`config.mk`:
```
export PLATFORM = sky130hd
export DESIGN_NAME = servo_pwm_decoder
export DESIGN_NICKNAME = d
export VERILOG_FILES = /design/src/rtl/servo_pkg.sv /design/src/rtl/pwm_sync_edge.sv /design/src/rtl/servo_pwm_decoder.sv
export SDC_FILE = /design/constraint.sdc
export NUM_CORES = 1
export LEC_CHECK = 0
export CAP_MARGIN = 5
export CELL_PAD_IN_SITES_DETAIL_PLACEMENT = 0
export CELL_PAD_IN_SITES_GLOBAL_PLACEMENT = 1
export CORE_MARGIN = 3
export CORE_UTILIZATION = 25
export DETAILED_ROUTE_END_ITERATION = 7
export DONT_BUFFER_PORTS = 1
export GPL_TIMING_DRIVEN = 1
export PLACE_DENSITY = 0.53
export RECOVER_POWER = 25
export SLEW_MARGIN = 20
export SYNTH_ARGS = -nofsm -noshare
export SYNTH_HDL_FRONTEND = slang
export SYNTH_SLANG_ARGS = --single-unit
```
`constraint.sdc`:
```
create_clock -name clkus -period 4.8 [get_ports clkus]
set_clock_uncertainty 0.05 [all_clocks]
set_input_delay 0.96 -clock clkus [delete_from_list [all_inputs] [get_ports clkus]]
set_output_delay 0.96 -clock clkus [all_outputs]
set_load 0.05 [all_outputs]
```
`src/rtl/servo_pkg.sv`:
```
// Constants and types shared by the servo PWM generator and decoder:
// direction codes, nominal pulse widths, tolerances and FSM state encoding.
package servo_pkg;

  typedef enum logic [2:0] {
    STRAIGHT    = 3'b000,
    LEFT_SMALL  = 3'b001,
    LEFT_BIG    = 3'b011,
    RIGHT_SMALL = 3'b101,
    RIGHT_BIG   = 3'b111
  } dir_t;

  localparam int unsigned NOM_LEFT_BIG    = 1000;
  localparam int unsigned NOM_LEFT_SMALL  = 1250;
  localparam int unsigned NOM_STRAIGHT    = 1500;
  localparam int unsigned NOM_RIGHT_SMALL = 1750;
  localparam int unsigned NOM_RIGHT_BIG   = 2000;
  localparam int unsigned TOL_US          = 100;
  localparam int unsigned WMAX_US         = 2500;
  localparam int unsigned TIMEOUT_US      = 15000;
  localparam int unsigned PERIOD_US       = 5000;

  typedef enum logic [1:0] {
    ARM       = 2'd0,
    WAIT_RISE = 2'd1,
    HIGH      = 2'd2
  } dec_state_t;

endpackage

```
`src/rtl/pwm_sync_edge.sv`:
```
// Two-flop synchronizer for the servo line plus rise/fall detection.
// ready gates the edge strobes until the chain holds genuinely sampled data.
module pwm_sync_edge (
  input  logic clkus,
  input  logic rst,
  input  logic pwm_in,
  output logic level,
  output logic rise,
  output logic fall,
  output logic ready
);

  logic [2:0] sync_reg;
  logic [2:0] fill_reg;

  always_ff @(posedge clkus) begin
    if (rst) begin
      sync_reg <= 3'b000;
      fill_reg <= 3'b000;
    end else begin
      sync_reg <= {sync_reg[1:0], pwm_in};
      fill_reg <= {fill_reg[1:0], 1'b1};
    end
  end

  // sync_reg[1] is s2 (synchronized level), sync_reg[2] is s3 (previous s2)
  assign level = sync_reg[1];
  assign ready = fill_reg[2];
  assign rise  = ready & sync_reg[1] & ~sync_reg[2];
  assign fall  = ready & ~sync_reg[1] & sync_reg[2];

endmodule

```
`src/rtl/servo_pwm_decoder.sv`:
```
// Measures servo PWM high time in microseconds and decodes it back to the
// front-wheel direction code, with overlength, bad-code and loss supervision.
module servo_pwm_decoder
  import servo_pkg::*;
#(
  parameter int unsigned W_LEFT_BIG    = NOM_LEFT_BIG,
  parameter int unsigned W_LEFT_SMALL  = NOM_LEFT_SMALL,
  parameter int unsigned W_STRAIGHT    = NOM_STRAIGHT,
  parameter int unsigned W_RIGHT_SMALL = NOM_RIGHT_SMALL,
  parameter int unsigned W_RIGHT_BIG   = NOM_RIGHT_BIG,
  parameter int unsigned TOL           = TOL_US,
  parameter int unsigned W_MAX         = WMAX_US,
  parameter int unsigned TIMEOUT       = TIMEOUT_US
) (
  input  logic        clkus,
  input  logic        rst,
  input  logic        pwm_in,
  output logic [2:0]  direction,
  output logic [15:0] width,
  output logic        valid,
  output logic        err_code,
  output logic        err_width,
  output logic        lost
);

  localparam int unsigned NOMS [5] = '{W_LEFT_BIG, W_LEFT_SMALL, W_STRAIGHT,
                                       W_RIGHT_SMALL, W_RIGHT_BIG};
  localparam dir_t CODES [5] = '{LEFT_BIG, LEFT_SMALL, STRAIGHT,
                                 RIGHT_SMALL, RIGHT_BIG};

  logic s2, rise, fall, ready;
  dec_state_t state_reg, state_next;
  logic [15:0] hcnt_reg, pcnt_reg, width_reg;
  logic [2:0]  dir_reg;
  logic        valid_reg, err_code_reg, err_width_reg, lost_reg, dec_pend_reg;
  logic        hcnt_load, hcnt_inc, capture, overflow, timeout;
  logic [4:0]  hit;
  logic        dec_hit;
  dir_t        dec_code;

  pwm_sync_edge u_sync (
    .clkus  (clkus),
    .rst    (rst),
    .pwm_in (pwm_in),
    .level  (s2),
    .rise   (rise),
    .fall   (fall),
    .ready  (ready)
  );

  always_ff @(posedge clkus) begin
    if (rst) state_reg <= ARM;
    else     state_reg <= state_next;
  end

  always_comb begin
    state_next = state_reg;
    case (state_reg)
      ARM:       if (ready && !s2) state_next = WAIT_RISE;
      WAIT_RISE: if (rise) state_next = HIGH;
      HIGH: begin
        if (fall)                         state_next = WAIT_RISE;
        else if (hcnt_reg == 16'(W_MAX))  state_next = ARM;
      end
      default:   state_next = ARM;
    endcase
  end

  always_comb begin
    hcnt_load = 1'b0;
    hcnt_inc  = 1'b0;
    capture   = 1'b0;
    overflow  = 1'b0;
    case (state_reg)
      WAIT_RISE: hcnt_load = rise;
      HIGH: begin
        capture  = fall;
        hcnt_inc = !fall;
        overflow = !fall && (hcnt_reg == 16'(W_MAX));
      end
      default: ;
    endcase
  end

  // Unsigned window compares; the lower bound clamps at zero for tiny nominals
  for (genvar gi = 0; gi < 5; gi++) begin : g_win
    localparam int unsigned LO = (NOMS[gi] > TOL) ? NOMS[gi] - TOL : 0;
    localparam int unsigned HI = NOMS[gi] + TOL;
    assign hit[gi] = (32'(width_reg) >= LO) && (32'(width_reg) <= HI);
  end

  // Scan from the back so the lowest-index (first listed) window wins
  always_comb begin
    dec_hit  = 1'b0;
    dec_code = STRAIGHT;
    for (int i = 4; i >= 0; i--) begin
      if (hit[i]) begin
        dec_hit  = 1'b1;
        dec_code = CODES[i];
      end
    end
  end

  assign timeout = !rise && (pcnt_reg == 16'(TIMEOUT));

  always_ff @(posedge clkus) begin
    if (rst) begin
      hcnt_reg      <= 16'd0;
      pcnt_reg      <= 16'd0;
      width_reg     <= 16'd0;
      dir_reg       <= STRAIGHT;
      valid_reg     <= 1'b0;
      err_code_reg  <= 1'b0;
      err_width_reg <= 1'b0;
      lost_reg      <= 1'b0;
      dec_pend_reg  <= 1'b0;
    end else begin
      if (hcnt_load)                        hcnt_reg <= 16'd1;
      else if (hcnt_inc && ~&hcnt_reg)      hcnt_reg <= hcnt_reg + 16'd1;
      if (rise)                             pcnt_reg <= 16'd1;
      else if (~&pcnt_reg)                  pcnt_reg <= pcnt_reg + 16'd1;
      if (capture)                          width_reg <= hcnt_reg;
      dec_pend_reg  <= capture;
      valid_reg     <= dec_pend_reg && dec_hit;
      err_code_reg  <= dec_pend_reg && !dec_hit;
      err_width_reg <= overflow;
      if (dec_pend_reg && dec_hit) begin
        dir_reg  <= dec_code;
        lost_reg <= 1'b0;
      end else if (timeout) begin
        dir_reg  <= STRAIGHT;
        lost_reg <= 1'b1;
      end
    end
  end

  assign direction = dir_reg;
  assign width     = width_reg;
  assign valid     = valid_reg;
  assign err_code  = err_code_reg;
  assign err_width = err_width_reg;
  assign lost      = lost_reg;

endmodule

```
## After elaboration in Yosys (flattened, before gate mapping)

Cells that the tools add are included.

| operators by class | value |
|---|---|
| $add $sub $neg | 2 |
| magnitude comparators | 10 |
| equality and inequality tests | 8 |
| mux-type cells | 25 |
| bitwise operators | 7 |
| reduce and logical (&&, ||, !) cells | 26 |

Operators by type and width:

| cell | number |
|---|---|
| $ge 16x11->1 const B | 4 |
| $le 16x11->1 const B | 4 |
| $add 16x1->16 const B | 2 |
| $reduce_and 16->1 | 2 |
| $mux 3 | 7 |
| $eq 16x12->1 const B | 1 |
| $eq 16x14->1 const B | 1 |
| $ge 16x10->1 const B | 1 |
| $le 16x12->1 const B | 1 |
| $mux 1 | 13 |
| $logic_and 1x1->1 | 11 |
| $mux 2 | 4 |
| $reduce_or 2->1 | 4 |
| $ne 2x2->1 const B | 3 |
| $pmux 2 s3 | 1 |
| $logic_not 1->1 | 5 |
| $and 1x1->1 | 4 |
| $reduce_bool 2->1 | 2 |
| $ne 3x3->1 const B | 1 |
| $not 1->1 | 3 |
| $reduce_and 3->1 | 1 |
| $eq 2x1->1 const B | 1 |
| $eq 2x2->1 const B | 1 |
| $logic_not 2->1 | 1 |

| storage, ports and cells | value |
|---|---|
| bits in registers | 64 |
| input bits | 3 |
| output and inout bits | 23 |
| word-level logic and storage cells | 93 |

## Longest topological paths before layout

| logic depth | value |
|---|---|
| depth in word-level cells | 9 |
| depth in mapped cells | 7 |
| mapped depth without buffers | 7 |

## Modules after synthesis

Synthesis repeated with hierarchy kept, for this count alone.

| second synthesis, totals | value |
|---|---|
| cells, all modules | 375 |
| area total of the unflattened synthesis | 3141.8 um^2 |

Modules (own cells, without submodules):

| module | instances | cells each | area an instance (um^2) | sequential area each (um^2) |
|---|---|---|---|---|
| servo_pwm_decoder | 1 | 361 | 2969.1 | 1161.1 |
| pwm_sync_edge | 1 | 14 | 172.7 | 120.1 |

## Least setup slack after synthesis

Ideal clock, no wire load.

| path | value |
|---|---|
| path type | register to register |
| from | reg width_reg[4] (netlist: width[4]) |
| to | reg dir_reg[1] (netlist: direction[1]) |
| setup time | 0.093 ns |
| arrival time | 2.170 ns |
| required time | 4.657 ns |
| path slack | 2.487 ns |
| stages on the path, launching flop included | 8 |
| buffers on the path | 1 |
| period minus slack after synthesis | 2.313 ns |
| cell sequence | dfxtp_1 -> buf_4 -> and3_4 -> o22ai_1 -> or4_4 -> a21boi_4 -> nand3_2 -> o311ai_2 |

| on the way | value |
|---|---|
| word-level cells in the longest chain between the ends | 9 |
| elaborated cells on any way between the ends | 28 |
| those cells by class | order compare (10); mux (11); reduce/logical (7) |

Ends and longest elaborated chain:

| element | line | source |
|---|---|---|
| start, declared | servo_pwm_decoder.sv:33 | `logic [15:0] hcnt_reg, pcnt_reg, width_reg;` |
| start signal, assigned | servo_pwm_decoder.sv:122 | `if (capture) width_reg <= hcnt_reg;` |
| $ge 16x11->1 or $le 16x12->1 (tied branches) | servo_pwm_decoder.sv:89 | `assign hit[gi] = (32'(width_reg) >= LO) && (32'(width_reg) <= HI);` |
| $logic_and 1x1->1 | servo_pwm_decoder.sv:89 |  |
| $mux 1 (5 in series) | servo_pwm_decoder.sv:97 | `if (hit[i]) begin` |
| $logic_and 1x1->1 | servo_pwm_decoder.sv:127 | `if (dec_pend_reg && dec_hit) begin` |
| $mux 3 or $reduce_bool 2->1 (tied branches) | n/a |  |
| end signal, assigned | servo_pwm_decoder.sv:128 | `dir_reg <= dec_code;` |
| end, declared | servo_pwm_decoder.sv:34 | `logic [2:0] dir_reg;` |

Several ways; a longest one is shown, not always the timed one.
A chain may end at the register's enable or synchronous reset.

## Worst setup path in the final report

| path | value |
|---|---|
| from | reg hcnt_reg[3] |
| to | reg hcnt_reg[15] |

| on the way | value |
|---|---|
| word-level cells in the longest chain between the ends | 3 |
| elaborated cells on any way between the ends | 4 |
| those cells by class | add/sub (1); reduce/logical (3) |

Ends and longest elaborated chain:

| element | line | source |
|---|---|---|
| start, declared | servo_pwm_decoder.sv:33 |  |
| start signal, assigned | servo_pwm_decoder.sv:119 | `else if (hcnt_inc && ~&hcnt_reg) hcnt_reg <= hcnt_reg + 16'd1;` |
| parallel branches: the longest is 3 deep, another holds $add 16x1->16 | n/a |  |

Parallel ways; which one is timed is not known.

==> impl_metrics.csv <==
group,metric,value,unit
global_route,grt_antenna_before_repair,0,
worst_hold_path,hold_path.class,"reg2reg",
finish,layout.nets,369,
route,drtAntennaViolNets,0,
floorplan,fp.dieW,117,um
power,power.share.clock,54.0,%
timing,slew_violations,0,
yosys,yosysWarnings,0,
floorplan,io_pins,26,
global_route,overflow,0,
global_route,track_usage,11.6,%
timing,max_freq,382,MHz
route,drc,0,
timing,setup_violations,0,
power,p_sw,0.000274,W
route,wl_per_cell,14.4,um
clock_tree,ctsHoldBuffers,0,
yosys,synth_flop_cell,"dfxtp_1",
setup_path,required,4.95,ns
clock_tree,clk_pin_slew,0.06,ns
timing,tightest_slew,1.28,ns
placed_design,placed_area,3210,sq um
yosys,muxShareOfSynthArea,0,%
timing,finalHoldViolCount,0,
worst_hold_path,hold_depth,1,
power,swShare,22.1,%
yosys,yosysTopAreaCell,"dfxtp_1",
timing,fin_crit,2.62,ns
route,totalWireLength,7680,um
setup_path,cp_max_fo,6,
clock_tree,clock-sinks,64,
timing,relSlewSlack,12.6,%
floorplan,row_count,40,
yosys,ys_types,60,
setup_path,r2r_cells,6,
power,seq_power_share,44.3,%
yosys,netlist_instances,368,
yosys,synth_fp_nets,375,
floorplan,dieArea,13800,sq um
clock_tree,clk_path_buf_depth,2,
global_route,grt_pass1_vias,2410,
power,cellLeakagePower,1.18,nW
clock_tree,post_cts_buffers,0,
floorplan,dieHeight,117,um
timing,setup_tns,0,ns
clock_tree,clock-root-buffer,"clkbuf_16",
finish,antenna_cells,0,
clock_tree,cts_tree,"built",
yosys,ys_seq_area_share,41.3,%
global_route,grt_pass1_wl,12700,um
yosys,async_reset_ff_share,0,%
yosys,synth-seq-cells,64,
setup_path,setup.worst_path.end_class,"register",
yosys,synth_fa_ha_area_share,1.61,%
setup_path,crit_chain,"nand3_1, or2_2, a2111oi_0, nand4_1, xor2_1, nor2_1",
timing,rsz0062_at_grt,"false",
yosys,syn_area,3100,sq um
placed_design,hpwl,5370,um
finish,drive_above_1_share,8.99,%
run,drv_cap,0,
setup_path,arrival,2.77,ns
setup_path,crit_type,"reg2reg",
placed_design,io_buffers,0,
setup_path,crit_path_max_incr_delay,1.00,ns
clock_tree,cts.repair.resized,0,
clock_tree,cts_htree_levels,3,
route,num_vias,2493,
floorplan,start_util,25.7,%
clock_tree,numCtsBuffers,9,
power,power_frac_comb,1.7,%
status,status,"completed",
yosys,synth-xor-area-share,6.49,%
placed_design,gp_congestion,0.791,
power,intPower,0.000964,W
finish,area_growth,12.5,%
yosys,synth_edf_count,0,
yosys,syn_area_per_cell,8.43,sq um
power,ir_drop,0.145,mV
route,first_pass_iters,4,
timing,post-route-period-util,54.5,%
finish,finalInstanceArea,3490,sq um
yosys,synth_compound_area_share,14.2,%
floorplan,coreArea,12100,sq um
power,powerDensity,354,nW/um^2
clock_tree,clk_latency,0.34,ns
yosys,yosysTopAreaCellShare,41.3,%
setup_path,start_kind,"register",
yosys,synth_top_family_by_area,"simple AND/OR/NAND/NOR gates",
yosys,synthSimpleGateAreaFrac,31.1,%
route,vias_per_cell,4.66,
route,drt-initial-drc-count,189,
global_route,grt_max_degree,32,
setup_path,slowest_stage,"a2111oi_0",
yosys,synth_area_leaders,"dfxtp_1 41%, nand2_1 6.3%, xor2_1 5.1%",
## logic make-up (layout without fill, tap and decap cells)
family	Yosys count	in the layout
compound gates	62	62
xor+xnor	23	23
fa+ha+maj	4	4
buf+inv	33	32
flops	64	64
simple gates	182	182
## per-layer routing
layer	vias up	GRT usage [%]	part of all wire [%]
li1	1291	-	-
met1	1156	15.2	51
met2	37	16.8	43
met3	9	4.87	5.0
met4	0	4.77	1.3
met5	-	0	0
## placed cells by master, fill, tap and decap left out, drive strengths merged, types with 3 or more instances in the layout
| cell | instances |
|---|---|
| nor2b | 8 |
| dfxtp | 64 |
| a211oi | 4 |
| and3 | 11 |
| nor2 | 34 |
| nand3 | 18 |
| a21oi | 30 |
| inv | 17 |
| clkbuf | 10 |
| xor2 | 18 |
| xnor2 | 5 |
| nor3 | 14 |
| ha | 4 |
| nand2 | 52 |
| nand4 | 13 |
| o21ai | 8 |
| or3 | 3 |
| and4 | 3 |
| nor4 | 6 |
| or4 | 3 |
| a31oi | 3 |
## critical path, delay by kind of cell, from the launching register on
family	cells	cell delay, ns
AOI/OAI and AO/OA	1	1.00
and+or+nand+nor	4	0.81
DFF	1	0.45
xor gates and xnor gates	1	0.18
## metrics by stage
stage               total power, W  instances  util, %  hold WS [ns]  setup slack (ns)
floorplan                 0.000579        368        -         0.364              2.49
global placement          0.000581        519     26.6         0.368              2.31
detailed placement        0.000582        519     26.6         0.378              2.28
CTS                        0.00126        535     29.1         0.392              2.27
global route               0.00128        535     29.0         0.416              1.90
finish                     0.00124        535     29.0         0.387              2.18
## cells in the mapped netlist, types with 2 or more instances
| library cell | number |
|---|---|
| nand3_1 | 17 |
| nor4_1 | 5 |
| a211oi_1 | 4 |
| a21oi_1 | 30 |
| a31oi_1 | 2 |
| and4_1 | 3 |
| o21ai_0 | 5 |
| or3_1 | 3 |
| nor2_1 | 34 |
| nor3_1 | 13 |
| inv_1 | 16 |
| dfxtp_1 | 64 |
| nand4_1 | 13 |
| clkbuf_1 | 7 |
| ha_1 | 4 |
| and3_1 | 10 |
| a32oi_1 | 2 |
| a311oi_1 | 2 |
| nand2_1 | 52 |
| o21ai_1 | 2 |
| nand4b_1 | 2 |
| nor3b_1 | 2 |
| or4_4 | 3 |
| buf_4 | 4 |
| xor2_1 | 18 |
| nand2b_1 | 2 |
| buf_2 | 2 |
| buf_6 | 3 |
| xnor2_1 | 5 |
| and4b_1 | 2 |
| nor2b_1 | 8 |
## area by class of cell
class	instances	area [sq um]
clock buffer	10	239
clock inverter	6	67.6
fill	1289	8570
inverter	16	60.1
multi-input combinational	271	1630
sequential	64	1280
tap	168	210
## path summary, 6_finish.rpt
| check | startpoint | endpoint | slack, ns |
|---|---|---|---|
| worst max register to register | hcnt_reg[3] | hcnt_reg[15] | 2.18 |
| worst min register to register | u_sync.sync_reg[0] | u_sync.sync_reg[1] | 0.39 |
| worst max-delay path | hcnt_reg[3] | hcnt_reg[15] | 2.18 |
| worst min-delay path | u_sync.sync_reg[0] | u_sync.sync_reg[1] | 0.39 |
## power by group through the flow
stage | clock network (W) | registers (W) | logic, W
2_1_floorplan | 0 | 0.000558 | 0.0000205
4_1_cts | 0.000686 | 0.000548 | 0.0000219
3_3_place_gp | 0 | 0.000560 | 0.0000212
3_5_place_dp | 0 | 0.000560 | 0.0000218
6_report | 0.000668 | 0.000548 | 0.0000212
5_1_grt | 0.000708 | 0.000549 | 0.0000252
Power figures use the tool's default switching activity.
==> edit 1, RTL diff (same flow settings) <==
The output `valid` loses its register stage (`valid_reg` becomes a continuous assignment).
--- a/src/rtl/servo_pwm_decoder.sv
+++ b/src/rtl/servo_pwm_decoder.sv
@@ -111,3 +111,2 @@
       dir_reg       <= STRAIGHT;
-      valid_reg     <= 1'b0;
       err_code_reg  <= 1'b0;
@@ -123,3 +122,2 @@
       dec_pend_reg  <= capture;
-      valid_reg     <= dec_pend_reg && dec_hit;
       err_code_reg  <= dec_pend_reg && !dec_hit;
@@ -136,2 +134,4 @@
 
+  assign valid_reg = dec_pend_reg && dec_hit;
+
   assign direction = dir_reg;
Check against the original RTL: same outputs for any inputs over 10 cycles, from zero or initial values and one cycle with rst high; that may be too few to reach the edited logic, so the function may still have changed.
==> edit 1 against the original RTL <==
- critical path depth stayed put
- sequential power is 2% lower
- clock power is 0.7% higher
- synthesized cell count is 1.1% higher
- sequential share of layout area increased by 0.25 points
- power fell by 0.66%
- final area decreased by 2.2%
- sequential cell count fell by 1
- worst setup slack lost 1.5 ns
- synthesized area decreased by 2.1%
- wire length down 1.8%
- largest power group unchanged
==> edit 1: results (changes against the original RTL) <==
[status]
status = completed  ; unchanged

[detailed_routing]
wl_um = 7550  ; was 7680 um
detail_route.iter0.violations = 139  ; was 189
avgViaCountPerCell = 5.00  ; was 4.66
drt_first_pass_iters = 4  ; unchanged

[clock_network]
numCtsBuffers = 9  ; unchanged
clockRootBuffer = clkbuf_16  ; unchanged
clk_pin_slew_ns = 0.05
cts-resized-gates = 0  ; unchanged
post_cts_buffers = 0  ; unchanged
insertion_delay_ns = 0.33
cts_max_level = 3  ; unchanged
clk_path_buf_depth = 2  ; unchanged

[layout]
final_layout_size_suffix_gt1_share_pct = 5.46  ; was 8.99%
antenna_cells = 0  ; unchanged
fin_nets = 368  ; was 369

[place]
post-place-ws_ns = 0.994  ; was 2.28 ns
port_buffers = 0  ; unchanged
routabilityCongestion = 0.790  ; was 0.791
dp_hpwl_um = 5160  ; was 5370 um

[synthesis]
synth_commonest_cells = dfxtp_1 (63), nand2_1 (52), nor2_1 (41), a21oi_1 (25), nor3_1 (22)  ; was dfxtp_1 (64), nand2_1 (52), nor2_1 (34), a21oi_1 (30), xor2_1 (18)
synthXorXnorAreaFrac_pct = 6.35  ; was 6.49%
synthMuxAreaShare_pct = 0.989  ; was 0%
synth_warnings = 0  ; unchanged
ys.flop_type = dfxtp_1  ; unchanged
synth_seq_area_share_pct = 41.5  ; was 41.3%
synth.area.top_cells = dfxtp_1 (42%), nand2_1 (6.4%), nor2_1 (5.1%), xnor2_1 (4.9%), a21oi_1 (4.1%)  ; was dfxtp_1 (41%), nand2_1 (6.3%), xor2_1 (5.1%), a21oi_1 (4.8%), nor2_1 (4.1%)
ys_types = 51  ; was 60
synth_nets = 379  ; was 375
synthArstFlopShare_pct = 0  ; unchanged
synthAdderAreaFrac_pct = 1.65  ; was 1.61%
synth_compound_area_share_pct = 11.5  ; was 14.2%

[global_route]
grt_usage_pct = 12.0  ; was 11.6%
grt_pass1_vias = 2437  ; was 2,410
grt_pass1_wl_um = 12700  ; about the same
grt_max_degree = 33  ; was 32
antenna_found_initial = 0  ; unchanged

[critical_path]
crit_fanout = 12  ; was 6
cpLargestDelayFamily = simple AND/OR/NAND/NOR gates  ; was compound AO/OA/AOI/OAI gates
cpMaxStageDelayCell = dfxtp_1  ; was a2111oi_0
worstPathArrival_ns = 3.14  ; was 2.77 ns
max_stage_delay_ns = 0.85  ; was 1.00 ns

[power_and_ir_drop]
intPower_mw = 0.982  ; was 0.964 mW
ir_drop_mv = 0.144  ; was 0.145 mV
p_leak_nw = 1.04  ; was 1.18 nW

[hold_path]
holdCritPathClass = reg2reg  ; unchanged

[timing]
tightest_slew_ns = 0.921  ; was 1.28 ns

[edit 1: cell count changes in the layout (fill, tap and decap cells not counted), moves of 4 or more]
cell     change
nor4b_1      +6
and3_1       -9
nor3_1       +7
xor2_1      -13
o21ai_0      +4
xnor2_1     +12
nor2_1       +7
inv_1        -7
a21oi_1      -5
[edit 1: path summary, 6_finish.rpt]
check / startpoint / endpoint / slack (ns) / cells past startpoint
worst max-delay path: width[6] / valid / 0.65 / 6
worst min-delay path: u_sync.sync_reg[0] / u_sync.sync_reg[1] / 0.39 / 1
worst max register to register: width[6] / direction[0] / 2.16 / 6
worst min register to register: u_sync.sync_reg[0] / u_sync.sync_reg[1] / 0.39 / 1
[edit 1: cell type report]
type	instances	area, um^2
clock buffer	14	274
clock inverter	2	37.5
fill	1240	8250
inverter	9	33.8
multi-input combinational	278	1630
sequential	63	1260
tap	143	179
[edit 1: metrics by stage]
step | instances | area, um^2 | power (mW) | hold WS (ns) | utilization (%)
after floorplan | 372 | 3040 | 0.566 | 0.364 | -
after global placement | 493 | 3100 | 0.567 | 0.370 | 26.6
after detailed placement | 493 | 3100 | 0.567 | 0.383 | 26.6
after CTS | 509 | 3410 | 1.25 | 0.395 | 29.3
after global routing | 509 | 3410 | 1.28 | 0.404 | 29.3
final | 509 | 3410 | 1.23 | 0.392 | 29.3
[edit 1: per-layer routing]
layer	up-vias	part of all wire (%)	track usage [%]
met4	0	1.9	4.80
met5	-	0	0
li1	1295	-	-
met2	42	43	16.8
met1	1197	52	17.2
met3	13	3.8	3.68
[edit 1: cells by family after synthesis]
family	count (synthesis)
AO/OA/AOI/OAI	56
buffers and inverters	31
flip-flops	63
XOR/XNOR	22
AND/OR/NAND/NOR	193
adder cells (fa/ha/maj)	4
multiplexers	3
[edit 1: power by group through the flow]
stage	registers, mW	clock network (mW)	logic (mW)
2_1_floorplan	0.546	0	0.0196
3_3_place_gp	0.547	0	0.0198
3_5_place_dp	0.547	0	0.0200
4_1_cts	0.536	0.697	0.0203
5_1_grt	0.537	0.718	0.0230
6_report	0.536	0.673	0.0195
==> edit 2, RTL diff (same flow settings) <==
Made on the original files. Change the package constant `TIMEOUT_US` from 15000 to 8192.
--- a/src/rtl/servo_pkg.sv
+++ b/src/rtl/servo_pkg.sv
@@ -19,3 +19,3 @@
   localparam int unsigned WMAX_US         = 2500;
-  localparam int unsigned TIMEOUT_US      = 15000;
+  localparam int unsigned TIMEOUT_US      = 8192;
   localparam int unsigned PERIOD_US       = 5000;
Function: no difference found for any inputs over 10 cycles, from zero or initial values and one cycle with rst high; that may be too few to reach the edited logic, so the function may still have changed.
==> edit 2 against the original RTL <==
- power decreased by 7.7%
- hold slack improved by 0.011 ns
- count of clock-buffer cells in the layout grew 2
- sequential cell count did not move
- synthesized area decreased by 2.1%
- wire length fell by 0.38%
- final area is 3.4% lower
- synthesized cell count grew 4.9%
- worst setup slack better by 0.14 ns
- critical path type unchanged
- critical endpoint is now lost
- largest cell class unchanged
- highest routed layer unchanged
==> edit 2: results (changes against the original RTL) <==
[status]
status = completed  ; unchanged

[hold_path]
hold_end = u_sync.sync_reg[1]  ; unchanged
holdCritPathClass = reg2reg  ; unchanged

[synthesis]
synth_seq_area_share_pct = 42.2  ; was 41.3%
ys_types = 45  ; was 60
synth.area.top_cells = dfxtp_1 (42%), nand2_1 (6.8%), nor2_1 (6.4%), a21oi_1 (4.6%), xnor2_1 (4.6%)  ; was dfxtp_1 (41%), nand2_1 (6.3%), xor2_1 (5.1%), a21oi_1 (4.8%), nor2_1 (4.1%)
synth_commonest_cells = dfxtp_1 (64), nand2_1 (55), nor2_1 (52), a21oi_1 (28), clkbuf_1 (18)  ; was dfxtp_1 (64), nand2_1 (52), nor2_1 (34), a21oi_1 (30), xor2_1 (18)
synthArstFlopShare_pct = 0  ; unchanged
avgSynthCellArea_um2 = 7.87  ; was 8.43 um^2
synth_nets = 393  ; was 375
synth_warnings = 0  ; unchanged

[place]
routabilityCongestion = 0.804  ; was 0.791
port_buffers = 0  ; unchanged
post-place-ws_ns = 2.37  ; was 2.28 ns
placed_cells = 506  ; was 519
dp_hpwl_um = 5410  ; was 5370 um
dpl_cell_area_mm2 = 0.00312  ; was 0.00321 mm^2

[layout]
fin_cells = 519  ; was 535
final_layout_size_suffix_gt1_share_pct = 4.52  ; was 8.99%
fin_nets = 381  ; was 369
fill_cells = 1255  ; was 1,289

[critical_path]
crit_fanout = 5  ; was 6
reg2reg_to = lost  ; was hcnt_reg[15]
worstPathArrival_ns = 2.64  ; was 2.77 ns
r2r_setup_slack_ns = 2.32  ; was 2.18 ns
r2r-start = width[13]  ; was hcnt_reg[3]

[global_route]
gr-usage-met1_pct = 14.5  ; was 15.2%
antenna_found_initial = 0  ; unchanged
grt_pass1_vias = 2509  ; was 2,410
grt_usage_pct = 12.2  ; was 11.6%
grt_pass1_wl_um = 12800  ; was 12,700 um
use_met3_pct = 4.46  ; was 4.87%
overflow = 0  ; unchanged
globalRouteMet2Util_pct = 20.7  ; was 16.8%
grt_max_degree = 31  ; was 32

[clock_network]
insertion_delay_ns = 0.33
clockRootBuffer = clkbuf_16  ; unchanged
clk_path_buf_depth = 2  ; unchanged

[detailed_routing]
detail_route.iter0.violations = 114  ; was 189
wl_met1_um = 3560  ; was 3920 um
met3WireLength_um = 348  ; was 386 um
wl_um = 7650  ; was 7680 um
drt_first_pass_iters = 6  ; was 4
highest_layer = met4  ; unchanged
num_vias = 2563  ; was 2,493
wl_met2_um = 3650  ; was 3270 um

[power_and_ir_drop]
ir_drop_mv = 0.172  ; was 0.145 mV
p_leak_nw = 1.05  ; was 1.18 nW

[flow_run]
drv_cap = 0  ; unchanged

[timing]
slew_headroom_pct = 34.0  ; was 12.6%

edit 2: cell types whose count changed in the layout (fill, tap and decap cells not counted), sizes merged, moves of 3 or more:
cell / change
and3: -4
inv: -6
nand2: +3
nor2: +18
nor3: +3
nor4: +6
xnor2: +11
xor2: -11
edit 2: area by class of cell:
class	instances	share of cell area, %
multi-input combinational	288	47.7
sequential	64	38.0
clock buffer	12	7.61
tap	143	5.31
inverter	11	1.22
clock inverter	1	0.148
edit 2: worst max-delay path by stage:
stage               from    to  slack (ns)
3_3_place_gp   width[13]  lost        2.41
5_1_grt        width[13]  lost        2.15
6_report       width[13]  lost        2.32
3_5_place_dp   width[13]  lost        2.37
4_1_cts        width[13]  lost        2.35
2_1_floorplan   width[3]  lost        2.64
edit 2: worst max-delay path, cell delays in order (launching register included):
cell and delay, ns:
dfxtp_1 0.49, nor4_1 0.91, nand2b_1 0.21, nor2_1 0.14
a32o_1 0.28, o21ai_2 0.08, and3_1 0.19
edit 2: where the power goes:
| part | internal [mW] | total (mW) | switching [mW] |
|---|---|---|---|
| Combinational | 0.00617 | 0.0180 | 0.0118 |
| Clock | 0.367 | 0.583 | 0.215 |
| Sequential | 0.537 | 0.541 | 0.00395 |
| Total | 0.910 | 1.14 | 0.231 |
edit 2: cells by family after synthesis:
family / synth area share (%)
and+or+nand+nor: 33.0
muxes: 0.330
buffers and inverters: 4.61
DFF: 42.2
xor gates and xnor gates: 6.63
AOI/OAI and AO/OA: 11.6
adders and majority gates: 1.65
edit 2: per-stage QoR:
step,hold slack [ns],utilization (%)
after global placement,0.369,26.7
after floorplan,0.364,-
final,0.398,28.9
after CTS,0.399,29.0
after detailed placement,0.390,26.7
after global routing,0.409,28.9
